--- src/rtl/tiny16_memctl.sv ---
// tiny16_memctl: bus controller between the tiny16 CPU and its ROM, RAM and
// I/O targets. Decodes the CPU address, inserts per-region wait states by
// holding ready low, drives the selected target and returns read data.
//
// Regions: 0x0000-0x7FFF ROM, 0x8000-0xFEFF RAM, 0xFF00-0xFFFF I/O.
//
// Ports:
//   clk, reset            clock, synchronous active-high reset
//   address, cpu_wdata    CPU address and write data
//   cpu_rdata             read data returned to the CPU (held between reads)
//   rd, wr                active-low CPU strobes
//   ready                 high = access complete / idle, low = CPU stalls
//   bus_error             one-cycle pulse on an illegal access or I/O timeout
//   rom_addr, rom_data    ROM word address / read data
//   ram_addr, ram_wdata,
//   ram_rdata, ram_we     RAM port, ram_we is a one-cycle write enable
//   io_addr, io_wdata,
//   io_rdata, io_rd,
//   io_wr, io_ack         I/O port, strobes held until ack or timeout
module tiny16_memctl #(
  parameter int unsigned ROM_WAIT   = 1,
  parameter int unsigned RAM_WAIT   = 0,
  parameter int unsigned IO_TIMEOUT = 15
) (
  input  logic        clk,
  input  logic        reset,
  input  logic [15:0] address,
  input  logic [15:0] cpu_wdata,
  output logic [15:0] cpu_rdata,
  input  logic        rd,
  input  logic        wr,
  output logic        ready,
  output logic        bus_error,
  output logic [14:0] rom_addr,
  input  logic [15:0] rom_data,
  output logic [14:0] ram_addr,
  output logic [15:0] ram_wdata,
  input  logic [15:0] ram_rdata,
  output logic        ram_we,
  output logic [7:0]  io_addr,
  output logic [15:0] io_wdata,
  input  logic [15:0] io_rdata,
  output logic        io_rd,
  output logic        io_wr,
  input  logic        io_ack
);

  typedef enum logic [1:0] {ST_IDLE, ST_WAIT, ST_IO, ST_DONE} state_t;

  localparam logic [3:0] ROM_W   = 4'(ROM_WAIT);
  localparam logic [3:0] RAM_W   = 4'(RAM_WAIT);
  localparam logic [7:0] IO_LAST = 8'(IO_TIMEOUT - 1);

  state_t      state;
  logic [15:0] lat_addr;
  logic [15:0] lat_wdata;
  logic        lat_rd;
  logic        lat_wr;
  logic [3:0]  wcnt;
  logic [7:0]  tcnt;

  logic        rd_req;
  logic        wr_req;
  logic        both;
  logic        in_rom;
  logic        in_io;
  logic        in_ram;
  logic        changed;
  logic        start;
  logic [3:0]  start_wait;
  logic        start_quick;
  logic        start_slow;
  logic        wait_done;
  logic [15:0] addr_mux;
  logic [15:0] wdata_mux;

  always_comb begin
    rd_req  = !rd && wr;
    wr_req  = rd && !wr;
    both    = !rd && !wr;
    in_rom  = !address[15];
    in_io   = &address[15:8];
    in_ram  = !in_rom && !in_io;
    changed = {address, rd, wr} != {lat_addr, lat_rd, lat_wr};

    // A new access is accepted from IDLE, or straight out of DONE when the
    // CPU has moved on to a different address or direction.
    start = !reset && (!rd || !wr) &&
            ((state == ST_IDLE) || ((state == ST_DONE) && changed));

    start_wait = '0;
    if (in_rom)
      start_wait = ROM_W;
    else if (in_ram)
      start_wait = RAM_W;

    // The request cycle itself counts as the first wait cycle, so waits of
    // 0 and 1 both complete at the request edge; only ready differs.
    start_quick = start && !both && !in_io && (start_wait <= 4'd1);
    start_slow  = start && !both && (in_io || (start_wait != 4'd0));
    wait_done   = (state == ST_WAIT) && (wcnt == 4'd1);

    ready = !((state == ST_WAIT) || (state == ST_IO) || start_slow);

    // Only RAM ever enters WAIT with a write, so bit 15 selects RAM there.
    ram_we = !reset &&
             ((start_quick && in_ram && wr_req) ||
              (wait_done && lat_addr[15] && !lat_wr));

    // Targets see the live address in the request cycle so zero-wait reads
    // return data at that edge; afterwards the latched copy is held.
    addr_mux  = start ? address : lat_addr;
    wdata_mux = start ? cpu_wdata : lat_wdata;
    rom_addr  = addr_mux[14:0];
    ram_addr  = addr_mux[14:0];
    io_addr   = addr_mux[7:0];
    ram_wdata = wdata_mux;
    io_wdata  = wdata_mux;
  end

  always_ff @(posedge clk) begin
    if (reset) begin
      state     <= ST_IDLE;
      lat_addr  <= '0;
      lat_wdata <= '0;
      lat_rd    <= 1'b1;
      lat_wr    <= 1'b1;
      wcnt      <= '0;
      tcnt      <= '0;
      cpu_rdata <= '0;
      bus_error <= 1'b0;
      io_rd     <= 1'b0;
      io_wr     <= 1'b0;
    end else begin
      bus_error <= 1'b0;
      if (start) begin
        lat_addr  <= address;
        lat_wdata <= cpu_wdata;
        lat_rd    <= rd;
        lat_wr    <= wr;
        io_rd     <= 1'b0;
        io_wr     <= 1'b0;
        wcnt      <= '0;
        tcnt      <= '0;
        if (both) begin
          bus_error <= 1'b1;
          state     <= ST_DONE;
        end else if (in_io) begin
          io_rd <= rd_req;
          io_wr <= wr_req;
          state <= ST_IO;
        end else if (start_wait <= 4'd1) begin
          if (rd_req)
            cpu_rdata <= in_rom ? rom_data : ram_rdata;
          if (in_rom && wr_req)
            bus_error <= 1'b1;
          state <= ST_DONE;
        end else begin
          wcnt  <= start_wait - 4'd1;
          state <= ST_WAIT;
        end
      end else begin
        case (state)
          ST_WAIT: begin
            if (wcnt == 4'd1) begin
              if (!lat_rd)
                cpu_rdata <= lat_addr[15] ? ram_rdata : rom_data;
              if (!lat_addr[15] && !lat_wr)
                bus_error <= 1'b1;
              wcnt  <= '0;
              state <= ST_DONE;
            end else begin
              wcnt <= wcnt - 4'd1;
            end
          end
          ST_IO: begin
            // Ack is checked first so it wins over a simultaneous timeout.
            if (io_ack) begin
              if (io_rd)
                cpu_rdata <= io_rdata;
              io_rd <= 1'b0;
              io_wr <= 1'b0;
              state <= ST_DONE;
            end else if (tcnt == IO_LAST) begin
              bus_error <= 1'b1;
              cpu_rdata <= 16'hFFFF;
              io_rd     <= 1'b0;
              io_wr     <= 1'b0;
              state     <= ST_DONE;
            end else begin
              tcnt <= tcnt + 8'd1;
            end
          end
          ST_DONE: begin
            if (rd && wr)
              state <= ST_IDLE;
          end
          default: ;
        endcase
      end
    end
  end

endmodule

--- config.mk ---
export PLATFORM = sky130hd
export DESIGN_NAME = tiny16_memctl
export DESIGN_NICKNAME = d
export VERILOG_FILES = /design/src/rtl/tiny16_memctl.sv
export SDC_FILE = /design/constraint.sdc
export NUM_CORES = 1
export LEC_CHECK = 0
export ABC_AREA = 1
export CORE_ASPECT_RATIO = 0.9
export CORE_MARGIN = 4
export CORE_UTILIZATION = 31
export CTS_CLUSTER_DIAMETER = 50
export CTS_CLUSTER_SIZE = 28
export DETAILED_ROUTE_END_ITERATION = 7
export HOLD_SLACK_MARGIN = 0.15
export PLACE_DENSITY_LB_ADDON = 0.2
export SETUP_SLACK_MARGIN = 0.02
export SLEW_MARGIN = 40
export SYNTH_ARGS = -nofsm -noshare
export SYNTH_HDL_FRONTEND = slang
export SYNTH_SLANG_ARGS = --single-unit
--- constraint.sdc ---
create_clock -name clk -period 3.4 [get_ports clk]
set_clock_uncertainty 0.05 [all_clocks]
set_input_delay 0.34 -clock clk [delete_from_list [all_inputs] [get_ports clk]]
set_output_delay 0.34 -clock clk [all_outputs]
set_load 0.02 [all_outputs]
==> results of run 1 <==
-- power by group through the flow --
stage | Sequential (uW) | Combinational, uW | Clock (uW)
2_1_floorplan | 1220 | 2230 | 0
6_report | 1120 | 3310 | 876
3_5_place_dp | 1140 | 3360 | 0
3_3_place_gp | 1130 | 3350 | 0
5_1_grt | 1150 | 3680 | 937
4_1_cts | 1130 | 3390 | 896
-- sequential cells by signal, summed over array words and instances (netlist names), 2 cells and up --
register,flops
cpu_rdata,16
lat_wdata,16
lat_addr,16
tcnt,8
wcnt,4
state,2
-- logic make-up (layout without fill, tap and decap cells) --
| logic type | after synthesis | count (layout) | share of synthesized area [%] |
|---|---|---|---|
| AO/OA/AOI/OAI | 92 | 92 | 11.3 |
| XOR/XNOR | 13 | 13 | 2.58 |
| adder cells (fa/ha/maj) | 10 | 10 | 2.84 |
| buffers and inverters | 161 | 298 | 18.4 |
| flip-flops | 67 | 67 | 30.4 |
| multiplexers | 16 | 16 | 3.63 |
| AND/OR/NAND/NOR | 317 | 317 | 30.9 |
-- through the flow --
step           hold WS (ps)  instances  total power [uW]  cell area [um^2]  setup slack, ps
2_1_floorplan           403        676              3450              4410             1110
3_3_place_gp            414        990              4480              6050              110
3_5_place_dp            419        990              4500              6050              114
4_1_cts                 428       1005              5410              6330             73.5
5_1_grt                 459       1006              5770              6500             20.1
6_report                420       1006              5310              6500              224
-- cells in the final DEF, fill, tap and decap left out, types with 2 or more instances in the layout --
cell | Yosys | layout
a21oi_1 | 14 | 14
a31oi_1 | 15 | 15
buf_4 | 45 | 11
clkbuf_1 | 13 | 3
clkbuf_16 | 0 | 10
clkdlybuf4s50_1 | 0 | 121
clkinv_1 | 2 | 2
clkinv_2 | 0 | 2
dfxtp_1 | 67 | 66
dlymetal6s2s_1 | 0 | 54
ha_1 | 10 | 10
inv_1 | 88 | 88
inv_2 | 4 | 4
mux2i_1 | 16 | 16
nand2_1 | 134 | 134
nand2_2 | 5 | 5
nand3_1 | 28 | 28
nand4_1 | 5 | 5
nor2_1 | 105 | 105
nor2_2 | 4 | 4
nor2_4 | 2 | 2
nor3_1 | 6 | 6
o211ai_1 | 3 | 3
o21ai_0 | 42 | 42
o21ai_1 | 14 | 14
or2_0 | 21 | 21
or2_2 | 3 | 3
xor2_1 | 12 | 12
-- cell usage after synthesis, drive strengths merged (2+ instances only) --
cell	n
inv	93
nor3	6
clkinv	2
a31oi	15
nor2	111
mux2i	16
clkbuf	14
nand2	140
ha	10
nand3	29
dfxtp	67
buf	52
o21ai	56
a21oi	15
o211ai	3
xor2	12
nand4	5
or2	24
-- worst reg2reg max path, delay by kind of cell (launching register included) --
family	cells	cell delay, ps
adders and majority gates	1	270
buffers and inverters	4	550
and+or+nand+nor	8	1010
DFF	1	410
-- cell type report --
type                    count  area (um^2)  share of cell area [%]
repair buffers            188         2020                    31.1
flip-flops and latches     67         1340                    20.7
multi-input cells         448         2260                    34.7
well taps                 193          241                    3.72
inverters                  95          359                    5.52
clock buffers              12          236                    3.64
clock inverters             3         40.0                   0.616
-- metal layers --
layer | routed length, um | global-route usage, % | share of wire (%)
met3 | 852 | 4.44 | 6.6
met5 | 0 | 0 | 0
met2 | 5880 | 26.7 | 46
met4 | 159 | 4.05 | 1.2
met1 | 5940 | 20.3 | 46
-- worst max path at each step --
stage,startpoint,slack [ps],endpoint,cells after the start
floorplan,address[15],1110,rom_addr[10],17
global placement,address[14],110,ram_addr[13],15
detailed placement,address[14],110,io_wdata[15],17
CTS,lat_addr[15]$_SDFFE_PP0N_,70,io_wdata[15],16
global route,rd,20,io_addr[0],15
finish,rd,220,ram_addr[0],15
==> impl_metrics.toml, run 1 <==
[outcome]
status = "completed"

[worst_setup_path]
crit_top_cell = "nand2_1"
path_cells = "clkdlybuf4s50_1 -> inv_2 -> nand2_1 -> nand2_1 -> a21oi_2 -> nand2_1 -> nor2_1 -> nand2_1 -> nand2_1 -> nand2_2 -> nand2_4 -> buf_16 -> o21ai_0 -> inv_1 -> clkdlybuf4s50_1"
reg2reg_to = "cpu_rdata[9]$_SDFFE_PP0P_"
crit_buf_inv = 5
critPathLaunchType = "input port"
critical_path_required_ps = 3010
arrival_ps = 2790
worst_r2r_path_depth = 13
crit_family = "buffers and inverters"
worstPathMaxFanout = 41
critPathCaptureType = "output pin"
crit_slowest_cell = "clkdlybuf4s50_1"
worst-r2r-setup-slack_ps = 1010
worstSetupPathType = "in2out"
r2r-start = "state[0]$_SDFFE_PP0P_"
slowest_delay_ps = 610

[worst_hold_path]
worstHoldPathCells = 2
hold_class = "reg2reg"
min_delay_worst_endpoint = "io_wr$_SDFFE_PP0P_"
min_from = "io_wr$_SDFFE_PP0P_"

[logic_synthesis]
synth_top_area_cell = "dfxtp_1"
synth.top_cells.by_area = "dfxtp_1 (30%), nand2_1 (11%), nor2_1 (8.9%)"
yosys.area.top_type_share_pct = 30.4
avgSynthCellArea_um2 = 6.52
yosys_most_used_dff = "dfxtp_1"
ys_types = 37
ys_ff_latch = 67
synthCells = 676
synth_warnings = 0
synth_area_um2 = 4410
synth-async-reset-ratio_pct = 0
synth_edf_count = 0
ys_seq_area_share_pct = 30.4
syn_nets = 771

[power_and_ir_drop]
power_frac_comb_pct = 62.3
internal_power_uw = 2960
leakagePower_uw = 0.00363
power_switching_uw = 2350
power_frac_clock_pct = 16.5
powerDensity_nw_per_um2 = 817
power_switching_share_pct = 44.3
p_seq_share_pct = 21.2
ir_drop_mv = 0.454

[global_route]
antenna_found_initial = 0
grt_max_degree = 82
grt_usage_pct = 16.0
grt_pass1_vias = 4744
grt_pass1_wl_um = 21600
grt_overflow_total = 0

[placed_design]
dp_hpwl_um = 9650
io_buffers = 175
place.gp.congestion = 0.847

[floorplan]
die_area_um2 = 16200
rows = 41
start_util_pct = 31.5
die_h_um = 121
io_pins = 176
core_area_um2 = 14000
fp.dieW_um = 134

[clock_tree]
cts_resized = 0
cts.sinks = 67
cts_setup_buffers = 0
cts_hold_buf = 0
cts.reportedPaths.clkPinSlew_ps = 50
tritoncts = "built"
clk_latency_ps = 320
htree_num_levels = 3
root_buffer = "clkbuf_16"
cts.path.max_buffers = 2
cts_buffers = 9

[drt]
ant_nets = 0
via_per_inst = 4.53
drc = 0
firstDrtPassIters = 4
vias = 4559
drt-total-wl_um = 12800
first_iter_violations = 155
wire_per_inst_um = 12.7

[finish]
drive_gt1_share_pct = 5.90
fillers = 1392
synthToLayoutAreaGrowth_pct = 47.4
fin_nets = 904
utilization_pct = 46.4
antenna_cells = 0

[flow_run]
maxCapViolCount = 0

[sta]
setup_violations = 0
relSlewSlack_pct = 60.9
slew_violations = 0
fin_crit_ps = 3180
tightestPinTransition_ps = 585
setup_tns_ps = 0
period_share_pct = 93.4
grt_setup_unrepaired = "false"
hold_violations = 0
clock.fmax_mhz = 315
Note: power is estimated with default switching activity, not from simulation.
==> inputs of run 2 (changes only) <==
CORE_MARGIN = unset   (was 4)
==> impl_metrics.toml, run 2 (synthesis gave the netlist of run 1 again) <==
[outcome]
status = "completed"

[floorplan]
die_area_um2 = 14700
core_area_um2 = 13600
fp.dieW_um = 128
die_h_um = 115
rows = 40
io_pins = 176
start_util_pct = 32.4

[power_and_ir_drop]
leakagePower_uw = 0.00328
powerDensity_nw_per_um2 = 829
ir_drop_mv = 0.470

[worst_setup_path]
arrival_ps = 2770
crit_slowest_cell = "clkdlybuf4s50_1"
worst_r2r_path_depth = 17
critical_path_required_ps = 3010
path_cells = "clkdlybuf4s50_1 -> inv_4 -> nand2_2 -> nand2_1 -> nor2_1 -> nand3_1 -> nor2_1 -> nand2_1 -> nand2_1 -> nand2_2 -> nand2_4 -> inv_2 -> buf_4 -> or2_0 -> o21ai_1 -> inv_1 -> clkdlybuf4s50_1"
critPathCaptureType = "output pin"
critPathLaunchType = "input port"
crit_top_cell = "nand2_1"
crit_buf_inv = 6
worstSetupPathType = "in2out"
slowest_delay_ps = 550
path_depth = 17
worstPathMaxFanout = 9
crit_family = "buffers and inverters"

[drt]
dr_wl_met3_um = 897
met1_length_um = 5640
top_layer = "met4"
firstDrtPassIters = 4
vias = 4502
first_iter_violations = 209
wl_met2_um = 5840
wire_per_inst_um = 12.5
ant_nets = 0
drc = 0
via_per_inst = 4.49
drt-total-wl_um = 12500

[clock_tree]
htree_num_levels = 3
clk_latency_ps = 320
cts_setup_buffers = 0
cts.reportedPaths.clkPinSlew_ps = 50
cts.sinks = 67
root_buffer = "clkbuf_16"
cts_resized = 0
cts.path.max_buffers = 2
cts_hold_buf = 0
cts_buffers = 9
tritoncts = "built"

[finish]
fin_nets = 904
synthToLayoutAreaGrowth_pct = 45.4
drive_gt1_share_pct = 6.03
mostFrequentLayoutCells = "clkdlybuf4s50_1 (147), nand2_1 (134), nor2_1 (105), inv_1 (88), dfxtp_1 (67)"
fin_area_um2 = 6410
reg_top3 = "cpu_rdata x16, lat_addr x16, lat_wdata x16"
final_common_cell = "clkdlybuf4s50_1"
antenna_cells = 0

[sta]
period_share_pct = 93.0
setup_violations = 0
relSlewSlack_pct = 60.7
tightestPinTransition_ps = 588
grt_setup_unrepaired = "false"
hold_slack_ps = 427
setup_ws_ps = 239
setup_tns_ps = 0
hold_violations = 0
fin_crit_ps = 3160
clock.fmax_mhz = 316
slew_violations = 0

[placed_design]
dp_slack_ps = 156
place_area_um2 = 6060
place.gp.congestion = 0.850
io_buffers = 175
dp_hpwl_um = 9220

[global_route]
antenna_found_initial = 0
grt_usage_pct = 17.2
grt_overflow_total = 0
grt_pass1_wl_um = 20400
grt_pass1_vias = 4400
grt_max_degree = 39

[flow_run]
maxCapViolCount = 0

[worst_hold_path]
hold_class = "reg2reg"
worstHoldPathCells = 2
## run 2: worst register-to-register path, delay by kind of cell, from the launching register on
family,cells,cell delay [ps]
simple gates,14,1280
buf+inv,3,660
flops,1,380
## run 2: cell type report
type	count	area (um^2)
multi-input combinational	448	2260
inverter	95	359
fill	1378	7200
clock buffer	13	270
sequential	67	1340
timing repair buffer	188	1940
tap	189	236
clock inverter	2	10.0
## run 2: final timing paths
check	to	start	slack [ps]
worst max-delay path	io_wdata[6]	address[15]	240
worst min-delay path	tcnt[6]$_SDFFE_PP0P_	tcnt[6]$_SDFFE_PP0P_	430
worst max register to register	cpu_rdata[9]$_SDFFE_PP0P_	lat_addr[15]$_SDFFE_PP0N_	930
worst min register to register	tcnt[6]$_SDFFE_PP0P_	tcnt[6]$_SDFFE_PP0P_	430
## run 2: where the power goes
part / total, uW / internal [uW] / switching, uW
logic: 3330 / 1410 / 1920
clock network: 872 / 547 / 326
registers: 1110 / 1000 / 111
total: 5310 / 2950 / 2360
## run 2: per-layer routing
layer | track usage, % | vias to the layer above
li1 | - | 2331
met1 | 21.1 | 2001
met2 | 30.1 | 159
met3 | 4.70 | 11
met4 | 3.84 | 0
met5 | 0 | -
## run 2: metrics by stage
| stage | utilization [%] | cells | total power [uW] |
|---|---|---|---|
| 6_report | 47.1 | 1002 | 5310 |
| 2_1_floorplan | - | 676 | 3450 |
| 4_1_cts | 46.6 | 1002 | 5410 |
| 3_5_place_dp | 44.5 | 987 | 4490 |
| 3_3_place_gp | 44.5 | 987 | 4460 |
| 5_1_grt | 47.1 | 1002 | 5740 |
